[src/rtl/aes_key_sched.sv]
// AES-128 round-key generator. Emits round keys 0..10 (encrypt) or 10..0
// (decrypt) over a valid/ready handshake, one schedule step per cycle.
// Decrypt winds forward to round 10 first, then runs the inverse schedule.
//
// Ports:
//   g_clk, g_reset      : clock, synchronous active-high reset
//   key_valid/key_ready : cipher key handshake (key_in, dec sampled on accept)
//   key_in[127:0]       : cipher key, w0 in [127:96], FIPS byte 0 is MSB
//   dec                 : 1 = emit keys in descending order
//   flush               : abandon current key, return to idle
//   rk_valid/rk_ready   : round-key handshake
//   rk[127:0], rk_idx   : round key and its round number
//   rk_last             : final key of the sequence

// Forward AES S-box: multiplicative inverse in GF(2^8) followed by the affine map.
module aes_fwd_sbox (
    input  logic [7:0] a,
    output logic [7:0] y
);
    function automatic logic [7:0] gf_mul(input logic [7:0] x, input logic [7:0] z);
        logic [7:0] p;
        logic [7:0] b;
        p = 8'h00;
        b = x;
        for (int i = 0; i < 8; i++) begin
            if (z[i]) p = p ^ b;
            b = {b[6:0], 1'b0} ^ (b[7] ? 8'h1b : 8'h00);
        end
        return p;
    endfunction

    // x^254 by square-and-multiply; maps 0 to 0 as AES requires.
    function automatic logic [7:0] gf_inv(input logic [7:0] x);
        logic [7:0] s;
        logic [7:0] r;
        s = x;
        r = 8'h01;
        for (int i = 1; i < 8; i++) begin
            s = gf_mul(s, s);
            r = gf_mul(r, s);
        end
        return r;
    endfunction

    logic [7:0] inv;

    always_comb begin
        inv = gf_inv(a);
        y   = inv ^ {inv[6:0], inv[7]} ^ {inv[5:0], inv[7:6]}
                  ^ {inv[4:0], inv[7:5]} ^ {inv[3:0], inv[7:4]} ^ 8'h63;
    end
endmodule

module aes_key_sched #(
    parameter bit DECRYPT_EN = 1'b1
) (
    input  logic         g_clk,
    input  logic         g_reset,
    input  logic         key_valid,
    output logic         key_ready,
    input  logic [127:0] key_in,
    input  logic         dec,
    input  logic         flush,
    output logic         rk_valid,
    input  logic         rk_ready,
    output logic [127:0] rk,
    output logic [3:0]   rk_idx,
    output logic         rk_last
);
    localparam int unsigned WW = 32;
    localparam logic [3:0] LAST_IDX = 4'd10;
    localparam logic [3:0] WIND_END = 4'd9;

    typedef enum logic [1:0] {
        IDLE = 2'd0,
        WIND = 2'd1,
        EMIT = 2'd2
    } state_t;

    state_t state;
    state_t nxt;

    logic          dec_q;
    logic          dec_in;
    logic          accept;
    logic          hs;
    logic          step;
    logic          inv_step;
    logic [WW-1:0] w0, w1, w2, w3;
    logic [WW-1:0] i0, i1, i2, i3;
    logic [WW-1:0] f0, f1, f2, f3;
    logic [WW-1:0] sb_src;
    logic [WW-1:0] sb_in;
    logic [WW-1:0] sub_out;
    logic [WW-1:0] t;
    logic [3:0]    rcon_idx;

    function automatic logic [7:0] rcon(input logic [3:0] r);
        case (r)
            4'd1:    return 8'h01;
            4'd2:    return 8'h02;
            4'd3:    return 8'h04;
            4'd4:    return 8'h08;
            4'd5:    return 8'h10;
            4'd6:    return 8'h20;
            4'd7:    return 8'h40;
            4'd8:    return 8'h80;
            4'd9:    return 8'h1b;
            4'd10:   return 8'h36;
            default: return 8'h00;
        endcase
    endfunction

    assign dec_in   = DECRYPT_EN ? dec : 1'b0;
    assign accept   = (state == IDLE) && key_valid && !flush;
    assign hs       = rk_valid && rk_ready;
    assign inv_step = (state == EMIT) && dec_q;
    assign step     = !flush && ((state == WIND) || ((state == EMIT) && hs && !rk_last));

    assign w0 = rk[WW*3 +: WW];
    assign w1 = rk[WW*2 +: WW];
    assign w2 = rk[WW*1 +: WW];
    assign w3 = rk[WW*0 +: WW];

    // Inverse step recovers w3 of the previous round first; that word feeds SubWord.
    assign i3 = w3 ^ w2;
    assign i2 = w2 ^ w1;
    assign i1 = w1 ^ w0;

    // SubWord(RotWord(.)) shared by forward and inverse steps.
    assign sb_src   = inv_step ? i3 : w3;
    assign sb_in    = {sb_src[23:0], sb_src[31:24]};
    assign rcon_idx = inv_step ? rk_idx : rk_idx + 4'd1;

    for (genvar g = 0; g < 4; g++) begin : g_sbox
        aes_fwd_sbox u_sbox (
            .a (sb_in[8*g +: 8]),
            .y (sub_out[8*g +: 8])
        );
    end

    assign t  = sub_out ^ {rcon(rcon_idx), 24'h000000};
    assign i0 = w0 ^ t;
    assign f0 = w0 ^ t;
    assign f1 = w1 ^ f0;
    assign f2 = w2 ^ f1;
    assign f3 = w3 ^ f2;

    // State register.
    always_ff @(posedge g_clk) begin
        if (g_reset) state <= IDLE;
        else         state <= nxt;
    end

    // Next-state logic; flush overrides any handshake.
    always_comb begin
        nxt = state;
        case (state)
            IDLE:    if (key_valid) nxt = dec_in ? WIND : EMIT;
            WIND:    if (rk_idx == WIND_END) nxt = EMIT;
            EMIT:    if (hs && rk_last) nxt = IDLE;
            default: nxt = IDLE;
        endcase
        if (flush) nxt = IDLE;
    end

    // State-decoded handshake outputs.
    always_comb begin
        key_ready = 1'b0;
        rk_valid  = 1'b0;
        case (state)
            IDLE:    key_ready = 1'b1;
            EMIT:    rk_valid  = 1'b1;
            default: ;
        endcase
    end

    // Round-key datapath; rk_last is precomputed for the key being loaded.
    always_ff @(posedge g_clk) begin
        if (g_reset) begin
            rk      <= '0;
            rk_idx  <= '0;
            rk_last <= 1'b0;
            dec_q   <= 1'b0;
        end else if (accept) begin
            rk      <= key_in;
            rk_idx  <= '0;
            rk_last <= 1'b0;
            dec_q   <= dec_in;
        end else if (step) begin
            rk      <= inv_step ? {i0, i1, i2, i3} : {f0, f1, f2, f3};
            rk_idx  <= inv_step ? rk_idx - 4'd1 : rk_idx + 4'd1;
            rk_last <= (state == EMIT) &&
                       (dec_q ? (rk_idx == 4'd1) : (rk_idx == LAST_IDX - 4'd1));
        end else if (flush) begin
            rk_last <= 1'b0;
        end
    end
endmodule

[config.mk]
export PLATFORM = sky130hd
export DESIGN_NAME = aes_key_sched
export DESIGN_NICKNAME = d
export VERILOG_FILES = /design/src/rtl/aes_key_sched.sv
export SDC_FILE = /design/constraint.sdc
export NUM_CORES = 2
export LEC_CHECK = 0
export CAP_MARGIN = 30
export CORE_ASPECT_RATIO = 0.6
export CORE_MARGIN = 2
export CORE_UTILIZATION = 65
export DETAILED_ROUTE_END_ITERATION = 16
export PLACE_DENSITY = 0.92
export SLEW_MARGIN = 20
export SYNTH_ARGS = -nofsm -noshare
export SYNTH_HDL_FRONTEND = slang
export SYNTH_SLANG_ARGS = --single-unit
export TNS_END_PERCENT = 1
[constraint.sdc]
create_clock -name g_clk -period 22.7 [get_ports g_clk]
set_clock_uncertainty 0.2 [all_clocks]
set_input_delay 4.54 -clock g_clk [delete_from_list [all_inputs] [get_ports g_clk]]
set_output_delay 4.54 -clock g_clk [all_outputs]
set_load 0.005 [all_outputs]
# After elaboration in Yosys (flattened, before gate mapping)
# Memory sizes are Yosys's and may differ from the RTL's.
# Cells that the tools add are included.
# classes
n_addsub,2
n_eq_ne,7
n_mux,828
n_bitwise,784
reduce_logical,18
# ops
operator,n
bitwise XOR 8 bit,744
two-way mux 8 bit,420
two-way mux 5 bit,368
two-way mux 128 bit,2
bitwise XOR 32 bit,8
two-way mux 96 bit,1
two-way mux 32 bit,1
two-way mux 7 bit,4
NOT 1 bit (first input constant),28
two-way mux 4 bit,6
two-way mux 6 bit,4
two-way mux 2 bit,8
NOT 4 bit,4
two-way mux 3 bit,4
logical AND 1 bit,9
two-way mux 1 bit,9
one-hot mux 2 bit (3 select lines),1
adder 4 x 1 -> 4 bit (second input constant),1
equality test 4 x 1 -> 1 bit (second input constant),1
equality test 4 bit (second input constant),1
inequality test 2 bit (second input constant),2
nonzero test 2 bit,2
OR reduction 2 bit,2
subtractor 4 x 1 -> 4 bit (second input constant),1
7 further kinds,8
# totals
reg_bits,136
rom_bits,128
inputBits,134
out_inout_bits,135
word_cells,1645
memories,1
# mem_list
memory,words,word_bits,rd,rd_ports_with_merged_regs,write_ports,line,source
(name not given),16,8,1,0,0,99,case (r)

# Longest topological paths before layout
# logic_depth
ltp_word,143
mapped_depth,74
mapped_depth_nobuf,62

# By module
# A second synthesis with hierarchy kept.
# unflattened
cells_unflattened,8985
hier_area_um2,70502.6
# modules_own_cells
module,instances,cells_each,area_per_inst_um2,seq_area_each_um2
aes_fwd_sbox,4,1942,15220.8,0.0
aes_key_sched,1,1217,9619.2,2722.6

# Worst setup path after synthesis
# OpenSTA, ideal clock, no wires.
# synth_path
kind,register to register
from,register state[1]
to,register rk[25]
setup_ns,0.115
t_arrival_ns,16.051
t_required_ns,22.385
setup_slack_ns,6.334
path_stages_with_launch,62
n_path_buf,7
path_cell_list,dfxtp_1 > buf_4 > nand4b_2 > xor2_2 > inv_2 > buf_2 > ha_1 > xor3_1 > and3_1 > nor2_2 > inv_2 > buf_1 > clkbuf_1 > ha_1 > clkbuf_1 > xnor3_1 > nor2_1 > xnor2_1 > [... 26 more ...] > nor2_1 > xnor2_2 > xnor2_2 > xnor2_4 > inv_1 > xnor2_1 > nor2_1 > xnor3_1 > xor3_1 > xnor3_1 > xnor3_1 > xor2_1 > xnor2_2 > xnor3_1 > nor2_1 > xor2_1 > mux2i_1 > a2111oi_0
# synth_via
elab_chain_len,140
word_cells_on_any_way,414
cone_classes,eq/ne: 2; mux: 209; bitwise: 192; reduce/logical: 10; memory: 1
# synth_rtl
element,line,source
from (decl),80,state_t state;
from (signal assigned),152,else state <= nxt;
equality test 2 bit,"117, 118, 171",
logical AND 1 bit,117,assign inv_step = (state == EMIT) && dec_q;
two-way mux 32 bit,131,assign sb_src = inv_step ? i3 : w3;
"two-way mux 5 bit, or another cell as far along",27,"b = {b[6:0], 1'b0} ^ (b[7] ? 8'h1b : 8'h00);"
bitwise XOR 8 bit (on tied branches),"27, 26",
bitwise XOR 8 bit or two-way mux 8 bit (tied branches),26,if (z[i]) p = p ^ b;
two-way mux 8 bit or bitwise XOR 8 bit (tied branches),26,
bitwise XOR 8 bit or two-way mux 8 bit (tied branches),26,
[... 124 more ...],--,
bitwise XOR 32 bit,142,"assign t = sub_out ^ {rcon(rcon_idx), 24'h000000};"
bitwise XOR 32 bit,144,assign f0 = w0 ^ t;
bitwise XOR 32 bit,145,assign f1 = w1 ^ f0;
bitwise XOR 32 bit,146,assign f2 = w2 ^ f1;
bitwise XOR 32 bit,147,assign f3 = w3 ^ f2;
two-way mux 96 bit,191,"rk <= inv_step ? {i0, i1, i2, i3} : {f0, f1, f2, f3};"
two-way mux 128 bit,190,end else if (step) begin
two-way mux 128 bit,185,end else if (accept) begin
to (signal assigned),186,rk <= key_in;
to (signal assigned),191,
to (decl),66,"output logic [127:0] rk,"
# Parallel ways exist; a longest one is shown, timed or not. The select of a mux whose other input is x is not followed.
# A chain may end at the register's enable or synchronous reset.

# Worst setup path after layout
# layout_path
from,register dec_q
to,register rk[89]
# layout_via
elab_chain_len,137
word_cells_on_any_way,400
cone_classes,mux: 208; bitwise: 190; reduce/logical: 1; memory: 1
# layout_rtl
element,line,source
from (decl),83,logic dec_q;
from (signal assigned),189,dec_q <= dec_in;
logical AND 1 bit (*),117,
two-way mux 32 bit,131,
"two-way mux 5 bit, or another cell as far along",27,
bitwise XOR 8 bit (on tied branches),"27, 26",
bitwise XOR 8 bit or two-way mux 8 bit (tied branches),26,
two-way mux 8 bit or bitwise XOR 8 bit (tied branches),26,
bitwise XOR 8 bit or two-way mux 8 bit (tied branches),26,
two-way mux 8 bit or bitwise XOR 8 bit (tied branches),26,
[... 120 more ...],--,
bitwise XOR 8 bit (2 in a row),50,"^ {inv[4:0], inv[7:5]} ^ {inv[3:0], inv[7:4]} ^ 8'h63;"
NOT 4 bit (no line),--,
bitwise XOR 32 bit,142,
bitwise XOR 32 bit,144,
bitwise XOR 32 bit,145,
two-way mux 96 bit (*),191,
two-way mux 128 bit (*),190,
two-way mux 128 bit (*),185,
# Mark *: on every way between the ends. The rest lies on a longest branch, timed or not. The select of a mux whose other input is x is not followed.

==> run metrics <==
fin. max-slew vios=0; Core ar.=98300 um2; IO buf count=268; crit-path most repeated cell=xnor3_1; Crit. End Element=register; Vias/cell=6.72; post-synthesis mux area share=4.73%; cts repair resizes=0; Syn Area/Cell=7.48 um2; Setup violations, final=0; Gate Count Post-Synth=8628; Yosys reg bits=136; largest family of logic cells by synthesized area=XOR/XNOR gates; post-synth top area share=22.9%; Root Buffer=clkbuf_16; Hold Path Class=register to register; grt ovf=0; post-synthesis cell type count=117; antenna violations before repair=9; CP Class=register to register; clock latency on the worst-skew pair=0.51 ns; Max Root-Sink Buffers=2; xor-xnor portion of the synthesized cell area=48.3%; Slowest-stage cell, CP=xnor3_1; Top Ports=269; DRC Markers=0; Die Width=411 um; dominant cell by count in the synthesized netlist=xnor2_1; WL final=221 mm; simple-gate share of the synthesized area=20.7%; Synth Area in Compound Gates=17.1%; Area growth syn-to-layout=7.82%; status=finished, final reports clean; most common flop cell mapped by yosys=dfxtp_1; Worst Max-Slew Pin Slew=1.04 ns; Die Y=248 um; Synth Net Count=8790; Worst-path clk slew=0.08 ns; Filler cells=7551; Post-Synth Adder-Cell Area=0.589%; FMAX=47.4 MHz; CP startpoint kind=register; row count=89; Sequential Area=2730 um2; post-synth top area cell=xnor2_1; met1 Track Usage GR=57.3%; Arr. time, crit path=21.24 ns; antenna-violating nets left=0; Crit Path Max Fanout=26; hold_ws=0.369 ns; met2 Resource Use GR=59.6%; area taken by multi-input logic gates=59400 um2; Final Util=70.8%; Final Hold Viols=0; Synthesis Warnings=0; DR iter-0 viols=10320; Routed wire per std cell=22.2 um; maxcap violations=0; pin count of the biggest net entering global routing=85; CTS tree=done; HPWL after DPL=164 mm; Via Count=66982; Worst Path Buf+Inv=5; EDFF count, synth=0; first-pass GRT wire length=344 mm; GRT busiest layer=met2; total CTS buffers=17; First-pass DRT Iterations=7; GRT Util Overall=41.3%; synthesized area=64500 um2; total negative setup slack=0 ns; critical path data required time=22.86 ns; vias in the first global route=61832; die area=102000 um2; # clock sinks=136; final worst setup slack=1.62 ns; GR met3 Demand/Resource=11.6%; Max-slew headroom=30.2%; Seq/Total Area, Yosys=4.22%; htree depth=4; top post-synthesis cells by area=xnor2_1, xnor3_1, xor2_1, nor2_1, nand2_1; fin crit period=21.08 ns; CP top delay family=XOR/XNOR gates; share of layout cells above drive strength 1=7.90%; CP max stage delay=0.88 ns; Final nets=8783; worst slack, placed=2.33 ns; Final period util=92.9%; GP Congestion=1.06; initial core utilization=65.6%; synth cell count leaders=xnor2_1, nor2_1, nand2_1, xor2_1, a21oi_1; Setup Fix Bufs, Post-CTS=0; FFs w/ async S/R, synth=0%; Post-CTS Hold Buffers=0; RSZ-0062 raised after global routing=false
layer usage:
metal	vias to the layer above	part of all wire, %
met1	31152	39
met3	801	15
met5	-	0.0045
met2	5283	41
met4	2	5.4
li1	29744	-
cells by family (layout without fill, tap and decap cells):
family,after synthesis,count (layout)
buffers and inverters,667,673
adder cells (fa/ha/maj),31,31
other,0,10
multiplexers,291,291
flip-flops,136,136
XOR/XNOR,2760,2760
AO/OA/AOI/OAI,1718,1718
AND/OR/NAND/NOR,3025,3025
worst paths after layout:
path              startpoint       to  slack (ns)  cells past startpoint
hold / removal       rk_last  rk_last        0.37                      2
setup reg to reg       dec_q   rk[89]        1.62                     55
setup / recovery       dec_q   rk[89]        1.62                     55
hold reg to reg      rk_last  rk_last        0.37                      2
cells in the final DEF (no fill, tap or decap), drive strengths merged, types with 136 or more instances in the layout:
cell type and count:
a21oi 488, buf 273, clkdlybuf4s50 267, nor3 252
xor2 557, mux2i 242, dfxtp 136, xnor3 357
o21ai 429, nor2 1190, nand3 187, xnor2 1786
nand2 955
worst register-to-register path, delay by kind of cell, from the launching register on:
family                     cells  cell delay (ns)
xor gates and xnor gates      29            13.92
buffers and inverters          5             1.42
and+or+nand+nor               12             2.02
adders and majority gates      2             0.92
DFF                            1             0.63
AOI/OAI and AO/OA              7             1.83
through the flow:
stage | area [um2] | std cells
after floorplan | 64500 | 8628
after global placement | 68600 | 9883
after detailed placement | 68700 | 9896
after CTS | 69300 | 9928
after global routing | 69600 | 9960
final | 69600 | 9963
registers in the layout (all words and copies together), names as in the netlist:
name,count
rk,128
rk_idx,4
state,2
dec_q,1
rk_last,1
layout make-up:
class                           count  area share (%)
Clock buffer                       18           0.631
Tap cell                         1319            2.37
Multi-Input combinational cell   7825            85.4
Sequential cell                   136            3.92
Timing Repair Buffer              549            6.94
Antenna cell                       10          0.0360
Inverter                           92           0.496
Clock inverter                     14           0.221
Power is left out: the tool's default activity adds up to more than one toggle a clock period on the data nets, which glitch-free logic cannot reach.
